[src/rtl/ldm_stm_sequencer.sv]
// LDM/STM micro-op sequencer: expands one block-transfer instruction into per-register memory ops.
// Optional: define LDM_PC_FLUSH_EN to add the pc_flush output for loads that include R15.
module ldm_stm_sequencer #(
  parameter int AW         = 32,
  parameter int XFER_BYTES = 4
) (
  input  logic          clk,
  input  logic          reset,
  input  logic          start,
  input  logic [15:0]   reglist,
  input  logic [AW-1:0] base,
  input  logic          p,
  input  logic          u,
  input  logic          l,
  input  logic          w,
  input  logic          stall,
  output logic          busy,
  output logic          uop_valid,
  output logic [3:0]    uop_reg,
  output logic [AW-1:0] uop_addr,
  output logic          uop_load,
  output logic          done,
  output logic          wb_valid,
  output logic [AW-1:0] wb_value
`ifdef LDM_PC_FLUSH_EN
  ,
  output logic          pc_flush
`endif
);

  typedef enum logic [1:0] {IDLE, XFER, DONE} state_t;

  state_t        state, state_nx;
  logic [15:0]   remain, remain_nx, left;
  logic          wb_en, wb_en_nx;
  logic          busy_nx, uop_valid_nx, uop_load_nx, done_nx, wb_valid_nx;
  logic [3:0]    uop_reg_nx;
  logic [AW-1:0] uop_addr_nx, wb_value_nx;
  logic [4:0]    n_start;
  logic [AW-1:0] span, first_addr;

  function automatic logic [4:0] ones16(input logic [15:0] v);
    ones16 = '0;
    for (int i = 0; i < 16; i++) ones16 = ones16 + 5'(v[i]);
  endfunction

  // Scanning from the top leaves the lowest set bit as the final winner.
  function automatic logic [3:0] lowest16(input logic [15:0] v);
    lowest16 = '0;
    for (int i = 15; i >= 0; i--) if (v[i]) lowest16 = 4'(i);
  endfunction

  always_comb begin
    n_start = ones16(reglist);
    span    = AW'(XFER_BYTES) * AW'(n_start);
    left    = remain & ~(16'b1 << uop_reg);
    case ({p, u})
      2'b01:   first_addr = base;
      2'b11:   first_addr = base + AW'(XFER_BYTES);
      2'b00:   first_addr = base - span + AW'(XFER_BYTES);
      default: first_addr = base - span;
    endcase

    state_nx     = state;
    remain_nx    = remain;
    wb_en_nx     = wb_en;
    busy_nx      = busy;
    uop_valid_nx = uop_valid;
    uop_reg_nx   = uop_reg;
    uop_addr_nx  = uop_addr;
    uop_load_nx  = uop_load;
    wb_value_nx  = wb_value;
    done_nx      = 1'b0;
    wb_valid_nx  = 1'b0;

    case (state)
      IDLE: begin
        if (start) begin
          remain_nx   = reglist;
          uop_reg_nx  = lowest16(reglist);
          uop_addr_nx = first_addr;
          uop_load_nx = l;
          wb_value_nx = u ? base + span : base - span;
          wb_en_nx    = w && (n_start != 5'd0);
          busy_nx     = 1'b1;
          if (n_start != 5'd0) begin
            state_nx     = XFER;
            uop_valid_nx = 1'b1;
          end else begin
            state_nx = DONE;
            done_nx  = 1'b1;
          end
        end
      end
      XFER: begin
        if (!stall) begin
          remain_nx   = left;
          uop_addr_nx = uop_addr + AW'(XFER_BYTES);
          if (left == 16'd0) begin
            state_nx     = DONE;
            uop_valid_nx = 1'b0;
            done_nx      = 1'b1;
            wb_valid_nx  = wb_en;
          end else begin
            uop_reg_nx = lowest16(left);
          end
        end
      end
      DONE: begin
        state_nx = IDLE;
        busy_nx  = 1'b0;
      end
      default: begin
        state_nx     = IDLE;
        busy_nx      = 1'b0;
        uop_valid_nx = 1'b0;
      end
    endcase
  end

  always_ff @(posedge clk) begin
    if (reset) begin
      state     <= IDLE;
      remain    <= '0;
      wb_en     <= 1'b0;
      busy      <= 1'b0;
      uop_valid <= 1'b0;
      uop_reg   <= '0;
      uop_addr  <= '0;
      uop_load  <= 1'b0;
      done      <= 1'b0;
      wb_valid  <= 1'b0;
      wb_value  <= '0;
    end else begin
      state     <= state_nx;
      remain    <= remain_nx;
      wb_en     <= wb_en_nx;
      busy      <= busy_nx;
      uop_valid <= uop_valid_nx;
      uop_reg   <= uop_reg_nx;
      uop_addr  <= uop_addr_nx;
      uop_load  <= uop_load_nx;
      done      <= done_nx;
      wb_valid  <= wb_valid_nx;
      wb_value  <= wb_value_nx;
    end
  end

`ifdef LDM_PC_FLUSH_EN
  logic flush_en;

  // Only an XFER->DONE completion can carry R15; the empty-list path never flushes.
  always_ff @(posedge clk) begin
    if (reset) begin
      flush_en <= 1'b0;
      pc_flush <= 1'b0;
    end else begin
      if (state == IDLE && start) flush_en <= l && reglist[15];
      pc_flush <= done_nx && (state == XFER) && flush_en;
    end
  end
`endif

endmodule

[config.mk]
export PLATFORM = sky130hd
export DESIGN_NAME = ldm_stm_sequencer
export DESIGN_NICKNAME = d
export VERILOG_FILES = /design/src/rtl/ldm_stm_sequencer.sv
export SDC_FILE = /design/constraint.sdc
export NUM_CORES = 1
export LEC_CHECK = 0
export ABC_AREA = 1
export BUFFER_PORTS_ARGS = -buffer_cell sky130_fd_sc_hd__buf_2
export CAP_MARGIN = 10
export CORE_UTILIZATION = 60
export CTS_CLUSTER_DIAMETER = 60
export DETAILED_ROUTE_END_ITERATION = 8
export PLACE_DENSITY = 0.92
export SLEW_MARGIN = 25
export SYNTH_ARGS = -nofsm -noshare
export SYNTH_HDL_FRONTEND = slang
export SYNTH_SLANG_ARGS = --single-unit
[constraint.sdc]
create_clock -name clk -period 7 [get_ports clk]
set_input_delay 0.7 -clock clk [delete_from_list [all_inputs] [get_ports clk]]
set_output_delay 0.7 -clock clk [all_outputs]
set_load 0.02 [all_outputs]
==> impl_summary.log, run 1 <==
[metrics] initial standard-cell utilization of the core: about three fifths
[metrics] register area share after synthesis: about a fifth
[metrics] drt pass-1 iters: 8
[metrics] global routing met1 resource utilization: 60.1%
[metrics] post-synthesis cell type count: 57
[metrics] number of max-slew violations in the final report: 0
[metrics] buffers plus inverters on the worst setup path: 6
[metrics] Min-Delay Path Class: reg -> reg
[metrics] number of enable flip-flop cells after synthesis: 0
[metrics] critical path launch point type: primary input
[metrics] count of port buffers added during placement: 128
[metrics] largest net degree at the start of global routing: 68
[metrics] Ant. Diodes: 0
[metrics] number of cells produced by synthesis: 1583
[metrics] final setup vio count: 0
[metrics] Detailed Route WL: 32700 um
[metrics] async set-reset flop share out of synthesis: 0%
[metrics] worst vdd ir: 0.253 mV
[metrics] wire length of the first global-routing pass: 52300 um
[metrics] combined area of all synthesized cells: 0.00931 sq mm
[metrics] final setup TNS: 0 ns
[metrics] maximum single-stage delay on the critical path: 0.62 ns
[metrics] Critical Path RT: roughly 7.2 ns
[metrics] Top Registers: uop_addr x32, wb_value x32, remain x16
[metrics] maxcap violations: 0
[metrics] count of nets left with antenna violations after detail routing: 0
[metrics] standard cell with the maximum stage delay on the critical path: sky130_fd_sc_hd__fa_1
[metrics] Starting DRT DRC Count: 1964
[metrics] skew final: ~0.0095 ns
[metrics] floorplan core area: 0.0151 sq mm
[metrics] number of endpoints with negative hold slack in the final report: 0
[metrics] category of the most critical setup path: in -> reg
[metrics] area added between synthesis and finish: 9.80%
[metrics] routed len/inst: 17.7 um
[metrics] Post-layout nets: 1745
[metrics] total half-perimeter wirelength after legalization and detailed placement: 24800 um
[metrics] CTS clock-pin slew for the worst setup and hold paths: 0.07 ns
[metrics] maximum fanout along the worst path: 16
[metrics] Slew HR: 34.2%
[metrics] primary flip-flop cell chosen by synthesis mapping: sky130_fd_sc_hd__dfxtp_1
[metrics] cell chosen for the clock root: sky130_fd_sc_hd__clkbuf_16
[metrics] # rows: 45
[metrics] most frequent cells in the layout: sky130_fd_sc_hd__nand2_1 (390), sky130_fd_sc_hd__inv_1 (201), sky130_fd_sc_hd__nor2_1 (148)
[metrics] combined flip-flop and latch cell area: 0.00184 sq mm
[metrics] Longest Clk Path Bufs: 2
[metrics] Arr. time, crit path: 6.57 ns
[metrics] number of global-route vias before repair: approximately 10000
[metrics] worst-case hold slack: 0.461 ns
[metrics] #FFs+latches synth: between 90 and 100
[metrics] outcome: completed
[metrics] Worst path top cell family by delay: adder cells
[metrics] vias after detailed routing: about 11000
[metrics] CP endpoint kind: flip-flop
[metrics] filler cell count in the final layout: around 1400
[metrics] post-CTS resize count: 0
[metrics] most frequent standard cell in the layout excluding fill and tap cells: sky130_fd_sc_hd__nand2_1
[metrics] area of combinational cells with multiple inputs: 0.00634 sq mm
[metrics] routing layer with the top usage in global route: met2
[metrics] count of unresolved DRC violations after routing: 0
[metrics] Max H-tree Level: 3
[metrics] average cell area after synthesis: 5.88 sq um
[metrics] post-CTS setup buffers: 0
[metrics] Yosys Warn Count: 0
[metrics] Clock Latency Late Sink: 0.35 ns
[metrics] layout cells sized above 1: 13.7%
[metrics] dominant cell type by count on the critical path: sky130_fd_sc_hd__inv_1
[metrics] ports placed on the boundary: 129
[metrics] detail-routed via count per cell: 6.13
[metrics] number of sinks on the clock net: 92
[metrics] ratio of total power to cell area: 355 mW/mm^2
[metrics] post-layout minimum cycle time: 6.35 ns
[metrics] grt total ovfl: 0
[metrics] TritonCTS clock tree: yes
[metrics] x dimension of the die: about 130 um
[metrics] Worst Max-Slew Pin Slew: 0.980 ns
[metrics] highest clock frequency the design can meet: 0.157 GHz
[metrics] # hold bufs at CTS: 0
[metrics] antenna violations before repair: 0
[metrics] overall die height: between 100 and 150 um
[metrics] Placer Congestion: 0.990
[metrics] number of nets produced by synthesis: 1672
[metrics] part of the cycle the worst path needs: 90.7%
[metrics] global routing usage on met3: a little under a tenth
[metrics] Die Area: 0.0160 sq mm
[metrics] clock buffers created by TritonCTS: 9
[metrics] met2 usage: 60.3%
[metrics] leakage power total: 0.00491 uW
[metrics] RSZ-0062 raised after global routing: false
[metrics] total track usage: around two fifths
## per-layer routing
layer	vias up	wire, um
met5	-	0
met3	86	4200
met4	0	886
met1	5116	14200
met2	771	13400
li1	5363	-
## cell type report
cell class	count	area share [%]
multi-input cells	1208	62.0
flip-flops and latches	92	18.0
inverters	208	7.64
repair buffers	137	6.93
well taps	188	2.30
clock buffers	11	2.28
clock inverters	5	0.832
## power breakdown
part | leakage [uW] | switching (uW) | internal [uW]
logic | 0.00400 | 1500 | 670
registers | 0.000762 | 208 | 711
clock network | 0.000150 | 224 | 316
## metrics by stage
stage               total power (uW)  instance area, sq um  setup slack [ns]  cells  util (%)
finish                          3630                 10200             0.648   1849      67.5
global route                    3880                 10200             0.321   1849      67.5
global placement                2970                  9900             0.497   1833      65.4
detailed placement              3020                  9900             0.447   1833      65.4
floorplan                       2430                  9310              1.24   1583         -
CTS                             3570                 10200             0.793   1849      67.5
## worst reg2reg max path, stage by stage, from the launching register on
cell,delay [ns]
sky130_fd_sc_hd__dfxtp_1,0.68
sky130_fd_sc_hd__inv_1,0.24
sky130_fd_sc_hd__nor2_2,0.15
sky130_fd_sc_hd__inv_1,0.06
sky130_fd_sc_hd__nor2_1,0.12
sky130_fd_sc_hd__inv_1,0.05
sky130_fd_sc_hd__nand2_1,0.08
sky130_fd_sc_hd__inv_1,0.06
sky130_fd_sc_hd__nand2_1,0.69
sky130_fd_sc_hd__inv_1,0.60
sky130_fd_sc_hd__buf_4,0.43
sky130_fd_sc_hd__o21ai_0,0.25
sky130_fd_sc_hd__a21oi_1,0.07
## cell usage after synthesis (6+ instances only)
master	n	area share [%]
sky130_fd_sc_hd__nor2_4	13	1.6
sky130_fd_sc_hd__xor2_1	11	1.0
sky130_fd_sc_hd__dfxtp_1	92	20
sky130_fd_sc_hd__ha_1	21	2.8
sky130_fd_sc_hd__buf_6	6	0.73
sky130_fd_sc_hd__buf_2	6	0.32
sky130_fd_sc_hd__buf_1	8	0.32
sky130_fd_sc_hd__inv_1	201	8.1
sky130_fd_sc_hd__nand3_1	124	6.7
sky130_fd_sc_hd__nor4_1	7	0.47
sky130_fd_sc_hd__nor3_1	27	1.5
sky130_fd_sc_hd__fa_1	12	2.6
sky130_fd_sc_hd__and2_1	7	0.47
sky130_fd_sc_hd__nor2_2	13	0.87
sky130_fd_sc_hd__o21ai_1	11	0.59
sky130_fd_sc_hd__inv_2	6	0.24
sky130_fd_sc_hd__clkbuf_1	51	2.1
sky130_fd_sc_hd__a31oi_1	19	1.3
sky130_fd_sc_hd__nor2_1	150	6.0
sky130_fd_sc_hd__a21oi_1	132	7.1
sky130_fd_sc_hd__nand2_2	11	0.74
sky130_fd_sc_hd__nand4_1	21	1.4
sky130_fd_sc_hd__o211ai_1	29	2.3
sky130_fd_sc_hd__a21oi_2	6	0.56
sky130_fd_sc_hd__nand3_2	8	0.86
sky130_fd_sc_hd__o21ai_0	138	7.4
sky130_fd_sc_hd__o221ai_1	7	0.66
sky130_fd_sc_hd__nand2_1	390	16
## kinds of logic after synthesis
logic type,synth area share (%)
AO/OA/AOI/OAI,22.4
XOR/XNOR,1.13
adder cells (fa/ha/maj),5.40
buffers and inverters,12.2
flip-flops,19.8
AND/OR/NAND/NOR,39.0
## worst paths after layout
kind,startpoint,end,slack (ns),cells after the start
min reg2reg,wb_en,wb_valid,0.46,2
max,reglist[5],uop_addr[22],0.65,29
min,wb_en,wb_valid,0.46,2
max reg2reg,state[0],remain[13],3.40,12
(Power assumes the default switching activity.)
==> inputs of run 2 (changes only) <==
--- a/config.mk
+++ b/config.mk
@@ -6,7 +6,7 @@
 export NUM_CORES = 1
 export LEC_CHECK = 0
 export ABC_AREA = 1
-export BUFFER_PORTS_ARGS = -buffer_cell sky130_fd_sc_hd__buf_2
+export BUFFER_PORTS_ARGS = -buffer_cell sky130_fd_sc_hd__clkbuf_2
 export CAP_MARGIN = 10
 export CORE_UTILIZATION = 60
 export CTS_CLUSTER_DIAMETER = 60
==> constraint.sdc (replaced) <==
create_clock -name clk -period 6.95 [get_ports clk]
set_input_delay 0.695 -clock clk [delete_from_list [all_inputs] [get_ports clk]]
set_output_delay 0.695 -clock clk [all_outputs]
set_load 0.02 [all_outputs]
==> run 2 against run 1 <==
Global-route usage fell by 0.78 points; core utilization fell by 0.17 points; worst setup slack got worse by 0.043 ns; design area fell by 0.25%; clock power fell by 6.3%; non-clock buffer count fell by 1; critical path type unchanged; critical endpoint unchanged; largest power group unchanged.
==> impl_summary.log, run 2 (synthesis results as in run 1) <==
[metrics] total track usage: 40.5% (was 41.2%)
[metrics] maximum single-stage delay on the critical path: 0.55 ns (was 0.62 ns)
[metrics] Placer Congestion: 1.01 (was 0.990)
[metrics] x dimension of the die: 127 um (unchanged)
[metrics] maxcap violations: 0 (unchanged)
[metrics] drt pass-1 iters: 6 (was 8)
[metrics] critical path launch point type: primary input (unchanged)
[metrics] # hold bufs at CTS: 0 (unchanged)
[metrics] Final Non-Filler Cells: 1848 (was 1849)
[metrics] TritonCTS clock tree: yes (unchanged)
[metrics] Starting DRT DRC Count: 2013 (was 1964)
[metrics] Worst Max-Slew Pin Slew: 1.00 ns (was 0.980 ns)
[metrics] category of the most critical setup path: in -> reg (unchanged)
[metrics] most frequent standard cell in the layout excluding fill and tap cells: sky130_fd_sc_hd__nand2_1 (unchanged)
[metrics] CP endpoint kind: flip-flop (unchanged)
[metrics] Min-Delay Path Class: reg -> reg (unchanged)
[metrics] Detailed Route WL: 32100 um (was 32700 um)
[metrics] post-layout minimum cycle time: 6.34 ns
[metrics] ports placed on the boundary: 129 (unchanged)
[metrics] clock buffers created by TritonCTS: 9 (unchanged)
[metrics] final setup vio count: 0 (unchanged)
[metrics] Max H-tree Level: 3 (unchanged)
[metrics] Die Area: 0.0160 sq mm (unchanged)
[metrics] dominant cell type by count on the critical path: sky130_fd_sc_hd__inv_1 (unchanged)
[metrics] wire length of the first global-routing pass: 51400 um (was 52300 um)
[metrics] count of port buffers added during placement: 128 (unchanged)
[metrics] Top Registers: uop_addr x32, wb_value x32, remain x16 (unchanged)
[metrics] grt total ovfl: 0 (unchanged)
[metrics] Clock Latency Late Sink: 0.35 ns (about the same)
[metrics] initial standard-cell utilization of the core: 61.5% (unchanged)
[metrics] worst vdd ir: 0.217 mV (was 0.253 mV)
[metrics] layout cells sized above 1: 13.9% (was 13.7%)
[metrics] Arr. time, crit path: 6.58 ns (was 6.57 ns)
[metrics] highest clock frequency the design can meet: 0.158 GHz
[metrics] cell chosen for the clock root: sky130_fd_sc_hd__clkbuf_16 (unchanged)
[metrics] most frequent cells in the layout: sky130_fd_sc_hd__nand2_1 (390), sky130_fd_sc_hd__inv_1 (200), sky130_fd_sc_hd__nor2_1 (148) (was sky130_fd_sc_hd__nand2_1 (390), sky130_fd_sc_hd__inv_1 (201), sky130_fd_sc_hd__nor2_1 (148))
[metrics] area added between synthesis and finish: 9.53% (was 9.80%)
[metrics] total half-perimeter wirelength after legalization and detailed placement: 24300 um (was 24800 um)
[metrics] standard cell with the maximum stage delay on the critical path: sky130_fd_sc_hd__fa_1 (unchanged)
[metrics] number of endpoints with negative hold slack in the final report: 0 (unchanged)
[metrics] number of max-slew violations in the final report: 0 (unchanged)
[metrics] overall die height: 127 um (unchanged)
[metrics] routed len/inst: 17.4 um (was 17.7 um)
[metrics] Longest Clk Path Bufs: 2 (unchanged)
[metrics] # rows: 45 (unchanged)
[metrics] part of the cycle the worst path needs: 91.3%
[metrics] outcome: completed (unchanged)
[metrics] count of nets left with antenna violations after detail routing: 0 (unchanged)
[metrics] floorplan core area: 0.0151 sq mm (unchanged)
[metrics] leakage power total: 0.00487 uW (was 0.00491 uW)
[metrics] number of sinks on the clock net: 92 (unchanged)
[metrics] Slew HR: 32.9% (was 34.2%)
[metrics] Ant. Diodes: 0 (unchanged)
[metrics] total power draw: 3620 uW (was 3630 uW)
[metrics] detail-routed via count per cell: 6.09 (was 6.13)
[metrics] Post-layout nets: 1744 (was 1745)
[metrics] CTS clock-pin slew for the worst setup and hold paths: 0.07 ns (about the same)
[metrics] maximum fanout along the worst path: 16 (unchanged)
[metrics] RSZ-0062 raised after global routing: false (unchanged)
[metrics] vias after detailed routing: 11300 (about the same)
[metrics] final setup TNS: 0 ns (unchanged)
[metrics] post-CTS setup buffers: 0 (unchanged)
[metrics] cell area after placement: 0.00990 sq mm (about the same)
[metrics] final instance area: 0.0102 sq mm (about the same)
[metrics] antenna violations before repair: 0 (unchanged)
[metrics] Placed Cells incl. Taps: 1832 (was 1833)
[metrics] worst-case hold slack: 0.448 ns (was 0.461 ns)
[metrics] number of global-route vias before repair: 9836 (was 9951)
[metrics] count of unresolved DRC violations after routing: 0 (unchanged)
[metrics] largest net degree at the start of global routing: 70 (was 68)
[metrics] post-CTS resize count: 0 (unchanged)
[metrics] ratio of total power to cell area: 355 mW/mm^2 (about the same)
[metrics] skew final: 0.0104 ns (was 0.00950 ns)
[metrics] Critical Path RT: 7.18 ns (was 7.22 ns)
-- run 2: routing by layer --
metal	up-vias	wire, um	global-route usage [%]
met5	-	0	0
li1	5368	-	-
met4	0	738	11.3
met2	765	13200	58.7
met3	77	4170	7.72
met1	5045	14000	60.4
-- run 2: cell type report --
class,instances,area (sq um)
Clock inverter,7,75.1
Sequential cell,92,1840
Tap cell,188,235
Timing Repair Buffer,136,701
Multi-Input combinational cell,1208,6340
Inverter,208,781
Fill cell,1430,4950
Clock buffer,9,225
-- run 2: worst paths after layout --
| check | start | to | slack, ns | depth (start not counted) |
|---|---|---|---|---|
| worst max-delay path | reglist[5] | uop_addr[22] | 0.61 | 30 |
| worst min-delay path | wb_en | wb_valid | 0.45 | 2 |
| worst max register to register | state[0] | wb_value[11] | 3.71 | 8 |
| worst min register to register | wb_en | wb_valid | 0.45 | 2 |
-- run 2: per-stage QoR --
step                      worst slack, ns  utilization (%)
after floorplan                      1.20                -
after global placement              0.461             65.3
after detailed placement            0.354             65.3
after CTS                           0.699             67.3
after global routing                0.208             67.3
final                               0.605             67.3
-- run 2: power breakdown --
part	switching, uW	leakage [uW]	internal [uW]
Sequential	216	0.000762	716
Combinational	1510	0.00396	674
Clock	226	0.000150	281
Total	1950	0.00487	1670
-- run 2: critical path: cells and delay by family --
kind,cells,cell delay (ns)
adders and majority gates,7,2.87
AOI/OAI and AO/OA,3,0.59
buffers and inverters,7,0.49
and+or+nand+nor,13,1.91
